## src/rtl/mips_ctrl_pkg.sv

```systemverilog
// mips_ctrl_pkg
// Shared encodings for the multicycle MIPS control unit: FSM state enum,
// opcode and funct constants, ALUControl codes, the ALU-op selector
// handed to alu_decoder, and the ALUSrcB / PCSrc mux select codes.
package mips_ctrl_pkg;

    typedef enum logic [3:0] {
        S_IDLE    = 4'd0,
        S_FETCH   = 4'd1,
        S_DECODE  = 4'd2,
        S_MEMADR  = 4'd3,
        S_MEMRD   = 4'd4,
        S_MEMWB   = 4'd5,
        S_MEMWR   = 4'd6,
        S_EXECUTE = 4'd7,
        S_ALUWB   = 4'd8,
        S_BRANCH  = 4'd9,
        S_ADDIEX  = 4'd10,
        S_ADDIWB  = 4'd11,
        S_JUMP    = 4'd12
    } state_t;

    // opcodes (instruction[31:26])
    localparam logic [5:0] OP_RTYPE = 6'b000000;
    localparam logic [5:0] OP_LW    = 6'b100011;
    localparam logic [5:0] OP_SW    = 6'b101011;
    localparam logic [5:0] OP_BEQ   = 6'b000100;
    localparam logic [5:0] OP_BNE   = 6'b000101;
    localparam logic [5:0] OP_ADDI  = 6'b001000;
    localparam logic [5:0] OP_J     = 6'b000010;

    // R-type funct codes (instruction[5:0])
    localparam logic [5:0] FUNCT_ADD = 6'b100000;
    localparam logic [5:0] FUNCT_SUB = 6'b100010;
    localparam logic [5:0] FUNCT_AND = 6'b100100;
    localparam logic [5:0] FUNCT_OR  = 6'b100101;
    localparam logic [5:0] FUNCT_SLT = 6'b101010;

    // ALUControl codes driven to the ALU
    localparam logic [2:0] ALU_ADD = 3'b000;
    localparam logic [2:0] ALU_SUB = 3'b001;
    localparam logic [2:0] ALU_AND = 3'b010;
    localparam logic [2:0] ALU_OR  = 3'b011;
    localparam logic [2:0] ALU_SLT = 3'b101;

    // what the FSM asks of the ALU decoder
    typedef enum logic [1:0] {
        ALUOP_ADD   = 2'b00,
        ALUOP_SUB   = 2'b01,
        ALUOP_FUNCT = 2'b10
    } aluop_t;

    // ALUSrcB select
    localparam logic [1:0] SRCB_REGB   = 2'b00;
    localparam logic [1:0] SRCB_FOUR   = 2'b01;
    localparam logic [1:0] SRCB_IMM    = 2'b10;
    localparam logic [1:0] SRCB_IMMSH2 = 2'b11;

    // PCSrc select
    localparam logic [1:0] PCSRC_ALURESULT = 2'b00;
    localparam logic [1:0] PCSRC_ALUOUT    = 2'b01;
    localparam logic [1:0] PCSRC_JUMP      = 2'b10;

endpackage

```

## src/rtl/mips_multicycle_ctrl_alu_decoder.sv

```systemverilog
// alu_decoder
// Combinational ALUControl generation.
//   alu_op        in  2  add / sub / decode-from-funct request from the FSM
//   funct         in  6  instruction[5:0]
//   alu_control   out 3  code for the ALU
//   funct_illegal out 1  funct not supported (only raised for ALUOP_FUNCT)
module alu_decoder
    import mips_ctrl_pkg::*;
(
    input  aluop_t      alu_op,
    input  logic [5:0]  funct,
    output logic [2:0]  alu_control,
    output logic        funct_illegal
);

    always_comb begin
        alu_control   = ALU_ADD;
        funct_illegal = 1'b0;
        case (alu_op)
            ALUOP_ADD: alu_control = ALU_ADD;
            ALUOP_SUB: alu_control = ALU_SUB;
            ALUOP_FUNCT: begin
                case (funct)
                    FUNCT_ADD: alu_control = ALU_ADD;
                    FUNCT_SUB: alu_control = ALU_SUB;
                    FUNCT_AND: alu_control = ALU_AND;
                    FUNCT_OR:  alu_control = ALU_OR;
                    FUNCT_SLT: alu_control = ALU_SLT;
                    // unsupported funct leaves the ALU on a harmless add
                    default:   funct_illegal = 1'b1;
                endcase
            end
            default: alu_control = ALU_ADD;
        endcase
    end

endmodule

```

## src/rtl/mips_multicycle_ctrl.sv

```systemverilog
// mips_multicycle_ctrl
// Moore control FSM for the multicycle MIPS datapath. Sequences
// fetch/decode/execute/memory/writeback and drives the datapath selects
// and write enables; ALUControl comes from alu_decoder.
// Ports:
//   clk, reset (async, active-high)
//   op, funct     in  6  instruction fields from the IR
//   zero          in  1  ALU zero flag (same cycle, used for branches)
//   ALUControl    out 3  ALU operation
//   ALUSrcA/ALUSrcB, IorD, MemWrite, IRWrite, RegDst, MemtoReg,
//   RegWrite, PCSrc   datapath controls
//   PCEn          out 1  PCWrite | (Branch & branch_taken)
//   illegal_op    out 1  pulse on unsupported op (DECODE) or funct (EXECUTE)
// Build option: define MIPS_BNE_EN to support bne (op 000101); otherwise
// bne decodes as illegal.
//
// state   | meaning
// --------+---------------------------------------------------
// IDLE    | after reset, all outputs low
// FETCH   | read instruction, PC <= PC + 4
// DECODE  | branch target into ALUOut, dispatch on op
// MEMADR  | lw/sw effective address
// MEMRD   | data memory read
// MEMWB   | load data to rt
// MEMWR   | data memory write
// EXECUTE | R-type ALU operation
// ALUWB   | ALU result to rd
// BRANCH  | compare, PC <= ALUOut if taken
// ADDIEX  | rs + signimm
// ADDIWB  | ALU result to rt
// JUMP    | PC <= jump target
module mips_multicycle_ctrl
    import mips_ctrl_pkg::*;
(
    input  logic        clk,
    input  logic        reset,
    input  logic [5:0]  op,
    input  logic [5:0]  funct,
    input  logic        zero,
    output logic [2:0]  ALUControl,
    output logic        ALUSrcA,
    output logic [1:0]  ALUSrcB,
    output logic        IorD,
    output logic        MemWrite,
    output logic        IRWrite,
    output logic        RegDst,
    output logic        MemtoReg,
    output logic        RegWrite,
    output logic [1:0]  PCSrc,
    output logic        PCEn,
    output logic        illegal_op
);

    state_t state_q, state_d;
    aluop_t alu_op;
    logic   funct_illegal;
    logic   pc_write;
    logic   branch;
    logic   branch_taken;

`ifdef MIPS_BNE_EN
    // branch sense: set in DECODE for bne, cleared every FETCH
    logic   bne_q, bne_d;

    always_ff @(posedge clk or posedge reset) begin
        if (reset) bne_q <= 1'b0;
        else       bne_q <= bne_d;
    end

    always_comb begin
        bne_d = bne_q;
        if (state_q == S_FETCH)       bne_d = 1'b0;
        else if (state_q == S_DECODE) bne_d = (op == OP_BNE);
    end

    assign branch_taken = bne_q ? ~zero : zero;
`else
    assign branch_taken = zero;
`endif

    always_ff @(posedge clk or posedge reset) begin
        if (reset) state_q <= S_IDLE;
        else       state_q <= state_d;
    end

    alu_decoder u_alu_decoder (
        .alu_op        (alu_op),
        .funct         (funct),
        .alu_control   (ALUControl),
        .funct_illegal (funct_illegal)
    );

    always_comb begin
        state_d    = state_q;
        alu_op     = ALUOP_ADD;
        ALUSrcA    = 1'b0;
        ALUSrcB    = SRCB_REGB;
        IorD       = 1'b0;
        MemWrite   = 1'b0;
        IRWrite    = 1'b0;
        RegDst     = 1'b0;
        MemtoReg   = 1'b0;
        RegWrite   = 1'b0;
        PCSrc      = PCSRC_ALURESULT;
        pc_write   = 1'b0;
        branch     = 1'b0;
        illegal_op = 1'b0;

        case (state_q)
            S_IDLE: state_d = S_FETCH;
            S_FETCH: begin
                IRWrite  = 1'b1;
                ALUSrcB  = SRCB_FOUR;
                pc_write = 1'b1;
                state_d  = S_DECODE;
            end
            S_DECODE: begin
                ALUSrcB = SRCB_IMMSH2;
                case (op)
                    OP_LW, OP_SW: state_d = S_MEMADR;
                    OP_RTYPE:     state_d = S_EXECUTE;
                    OP_BEQ:       state_d = S_BRANCH;
`ifdef MIPS_BNE_EN
                    OP_BNE:       state_d = S_BRANCH;
`endif
                    OP_ADDI:      state_d = S_ADDIEX;
                    OP_J:         state_d = S_JUMP;
                    default: begin
                        illegal_op = 1'b1;
                        state_d    = S_FETCH;
                    end
                endcase
            end
            S_MEMADR: begin
                ALUSrcA = 1'b1;
                ALUSrcB = SRCB_IMM;
                state_d = (op == OP_SW) ? S_MEMWR : S_MEMRD;
            end
            S_MEMRD: begin
                IorD    = 1'b1;
                state_d = S_MEMWB;
            end
            S_MEMWB: begin
                MemtoReg = 1'b1;
                RegWrite = 1'b1;
                state_d  = S_FETCH;
            end
            S_MEMWR: begin
                IorD     = 1'b1;
                MemWrite = 1'b1;
                state_d  = S_FETCH;
            end
            S_EXECUTE: begin
                ALUSrcA    = 1'b1;
                alu_op     = ALUOP_FUNCT;
                illegal_op = funct_illegal;
                // a bad funct must not reach the register file
                state_d    = funct_illegal ? S_FETCH : S_ALUWB;
            end
            S_ALUWB: begin
                RegDst   = 1'b1;
                RegWrite = 1'b1;
                state_d  = S_FETCH;
            end
            S_BRANCH: begin
                ALUSrcA = 1'b1;
                alu_op  = ALUOP_SUB;
                PCSrc   = PCSRC_ALUOUT;
                branch  = 1'b1;
                state_d = S_FETCH;
            end
            S_ADDIEX: begin
                ALUSrcA = 1'b1;
                ALUSrcB = SRCB_IMM;
                state_d = S_ADDIWB;
            end
            S_ADDIWB: begin
                RegWrite = 1'b1;
                state_d  = S_FETCH;
            end
            S_JUMP: begin
                PCSrc    = PCSRC_JUMP;
                pc_write = 1'b1;
                state_d  = S_FETCH;
            end
            default: state_d = S_IDLE;
        endcase
    end

    assign PCEn = pc_write | (branch & branch_taken);

endmodule

```

## config.mk

```make
export PLATFORM = sky130hd
export DESIGN_NAME = mips_multicycle_ctrl
export DESIGN_NICKNAME = d
export VERILOG_FILES = /design/src/rtl/mips_ctrl_pkg.sv /design/src/rtl/mips_multicycle_ctrl_alu_decoder.sv /design/src/rtl/mips_multicycle_ctrl.sv
export SDC_FILE = /design/constraint.sdc
export NUM_CORES = 1
export LEC_CHECK = 0
export CELL_PAD_IN_SITES_DETAIL_PLACEMENT = 0
export CELL_PAD_IN_SITES_GLOBAL_PLACEMENT = 2
export CORE_MARGIN = 5
export CORE_UTILIZATION = 19
export DETAILED_ROUTE_END_ITERATION = 8
export PLACE_DENSITY = 0.89
export SLEW_MARGIN = 20
export SYNTH_ARGS = -nofsm -noshare
export SYNTH_HDL_FRONTEND = slang
export SYNTH_HIERARCHICAL = 1
export SYNTH_SLANG_ARGS = --single-unit
```

## constraint.sdc

```tcl
create_clock -name clk -period 2.3 [get_ports clk]
set_clock_uncertainty 0.05 [all_clocks]
set_input_delay 0.575 -clock clk [delete_from_list [all_inputs] [get_ports clk]]
set_output_delay 0.575 -clock clk [all_outputs]
set_load 0.02 [all_outputs]
```

==> flow_metrics.tcl <==
set metrics [dict create \
    largest_reg_flops 4 \
    worst_slack_ps -19.8 \
    reg2reg_depth 5 \
    multi_input_area_um2 558 \
    wl_per_cell_um 11.6 \
    dr_total_vias 865 \
    finalMaxSlewViolations 0 \
    drive_above_1_share_pct 47.3 \
    grt_pass1_vias 847 \
    cts-root-buf "clkbuf_4" \
    clk-insertion-delay-late_ps 230 \
    synth_top_cell_by_area "dfrtp_1" \
    seq_area_um2 100 \
    grt_usage_pct 10.2 \
    syn2layout_area_growth_pct 114 \
    ys_seq_elements 4 \
    critPathArrivalTime_ps 1690 \
    finalHoldViolations 0 \
    met2_usage_pct 20.1 \
    grt_pass1_wl_um 3570 \
    ys_seq_area_share_pct 16.7 \
    period_share_pct 101 \
    synth_area_per_cell_um2 6.90 \
    crit_required_ps 1670 \
    gp_congestion 0.756 \
    syn_nets 104 \
    relSlewSlack_pct 75.5 \
    grt_overflow 0 \
    crit_path_start "state_q[3]" \
    worstSetupPathType "reg2out" \
    cts.sinks 4 \
    fmax_mhz 431 \
    drc 0 \
    drv_cap 0 \
    syn_inst 87 \
    yosysWarnings 6 \
    pre_cts_ws_ps -801 \
    nets 165 \
    use_met1_pct 10.2 \
    ys_top_cells_by_area "dfrtp_1, nor3_1, nor2_1" \
    status "finished with violations" \
    crit_fanout 3 \
    dp_hpwl_um 1740 \
    clockBufferDepth 2 \
    top_usage_layer "met2" \
    rows 20 \
    vias_per_cell 4.55 \
    timing.hold.ws_ps 471 \
    p_leak_nw 0.637 \
    tightest_slew_ps 364 \
    hold_class "in2async" \
    synth-edff-count 0 \
    io_pins 31 \
    drt_iter0_markers 22 \
    regMostFlops "state_q" \
    core_um2 3050 \
    die_x_um 66.2 \
    setup_viol 1 \
    yosysTopAreaCellShare_pct 16.7 \
    cts_htree_levels 1 \
    grtUsageMet3_pct 2.89 \
    vdd_ir_drop_max_mv 0.413 \
    synth_cell_type_count 36 \
    port_buffers 30 \
    r2r-start "state_q[0]" \
    initial_core_util_pct 19.7 \
    pwr_density_cell_nw_per_um2 821 \
    antenna_found_initial 0 \
    rsz0062_at_grt "yes" \
    crit_path_start_kind "register" \
    die_h_um 66.2 \
    r2r-end "state_q[1]" \
    violations "setup timing" \
    firstDrtPassIters 4 \
    async_flop_share_pct 100 \
    die_area_um2 4390 \
    reg_top3 "state_q (4)" \
    synthTopCellsByCount "nor2_1, nor3_1, nand2_1" \
    ys.flop_type "dfrtp_1" \
    fin_crit_ps 2320 \
    routed_wl_um 2200 \
    cts_made_buffers 3 \
    path_clk_slew_ps 40 \
    grt_max_degree 13 \
    cts_tree "done" \
    ant_nets 0 \
    fillers 335 \
    num_antenna_cells 0 \
    critPathCaptureType "primary output" \
    netlist_area_um2 601 \
    regToRegSetupSlack_ps 370 \
]
==> worst max-delay path: stages, from the launching register on <==
cell and delay [ps]:
dfrtp_1 380, nand2b_4 160, nor2_4 140, buf_6 120, inv_4 30, ha_4 150, a311oi_2 240, nor3_2 80
buf_4 160
==> power by group <==
part           total, mW  internal, mW  switching [mW]  leakage, nW
sequential         0.124        0.0997          0.0238       0.0506
clock             0.0848        0.0582          0.0266       0.0138
combinational      0.846         0.400           0.447        0.573
total               1.05         0.557           0.497        0.637
==> metrics by stage <==
stage / utilization, % / area [um^2] / total power [mW] / TNS [ps] / instances
floorplan: - / 617 / 0.551 / -101 / 87
global placement: 37.6 / 1150 / 0.942 / -2750 / 183
detailed placement: 37.6 / 1150 / 0.953 / -3090 / 183
CTS: 40.5 / 1240 / 1.05 / -291 / 188
global route: 42.1 / 1280 / 1.15 / -334 / 190
finish: 42.1 / 1280 / 1.05 / -19.8 / 190
==> worst max-delay path by stage <==
stage                         end  cells past startpoint
global placement       illegal_op                      6
floorplan           ALUControl[0]                      6
finish              ALUControl[0]                      8
CTS                    illegal_op                      6
detailed placement     illegal_op                      6
global route        ALUControl[0]                      9
==> metal layers <==
layer / up-vias / wire, um
li1: 433 / -
met1: 407 / 781
met2: 21 / 1240
met3: 4 / 155
met4: 0 / 24
met5: - / 0
==> cells by family after synthesis <==
group	count (synthesis)	share of synthesized area, %
flops	4	16.7
xor+xnor	2	2.92
buf+inv	12	9.38
compound gates	19	24.2
mux	1	1.67
simple gates	47	41.0
fa+ha+maj	2	4.17
==> timing repair <==
item                       CTS  global route
resized for setup           48            36
setup endpoints to repair   14            11
cloned                       0             0
pin swaps                    7             8
hold buffers                 0             0
setup buffers                2             2
==> cells in the final DEF, fill, tap and decap left out, types with 3 or more instances in the layout <==
master and instances:
clkdlybuf4s50_1 5, nand2_1 8, a21oi_1 4, dlygate4sd2_1 6, inv_1 4, nor2_1 9
buf_6 5, nor3_2 3, nor3_1 7, nand2b_1 3, buf_4 31, dfrtp_1 4
clkbuf_2 7, clkbuf_4 3, dlymetal6s2s_1 7
==> cell type report <==
type / count / area share, %
clock buffers: 3 / 1.75
multi-input cells: 71 / 43.4
inverters: 6 / 1.95
flip-flops and latches: 4 / 7.79
well taps: 44 / 4.28
repair buffers: 62 / 40.8
Note: power is estimated with default switching activity, not from simulation.
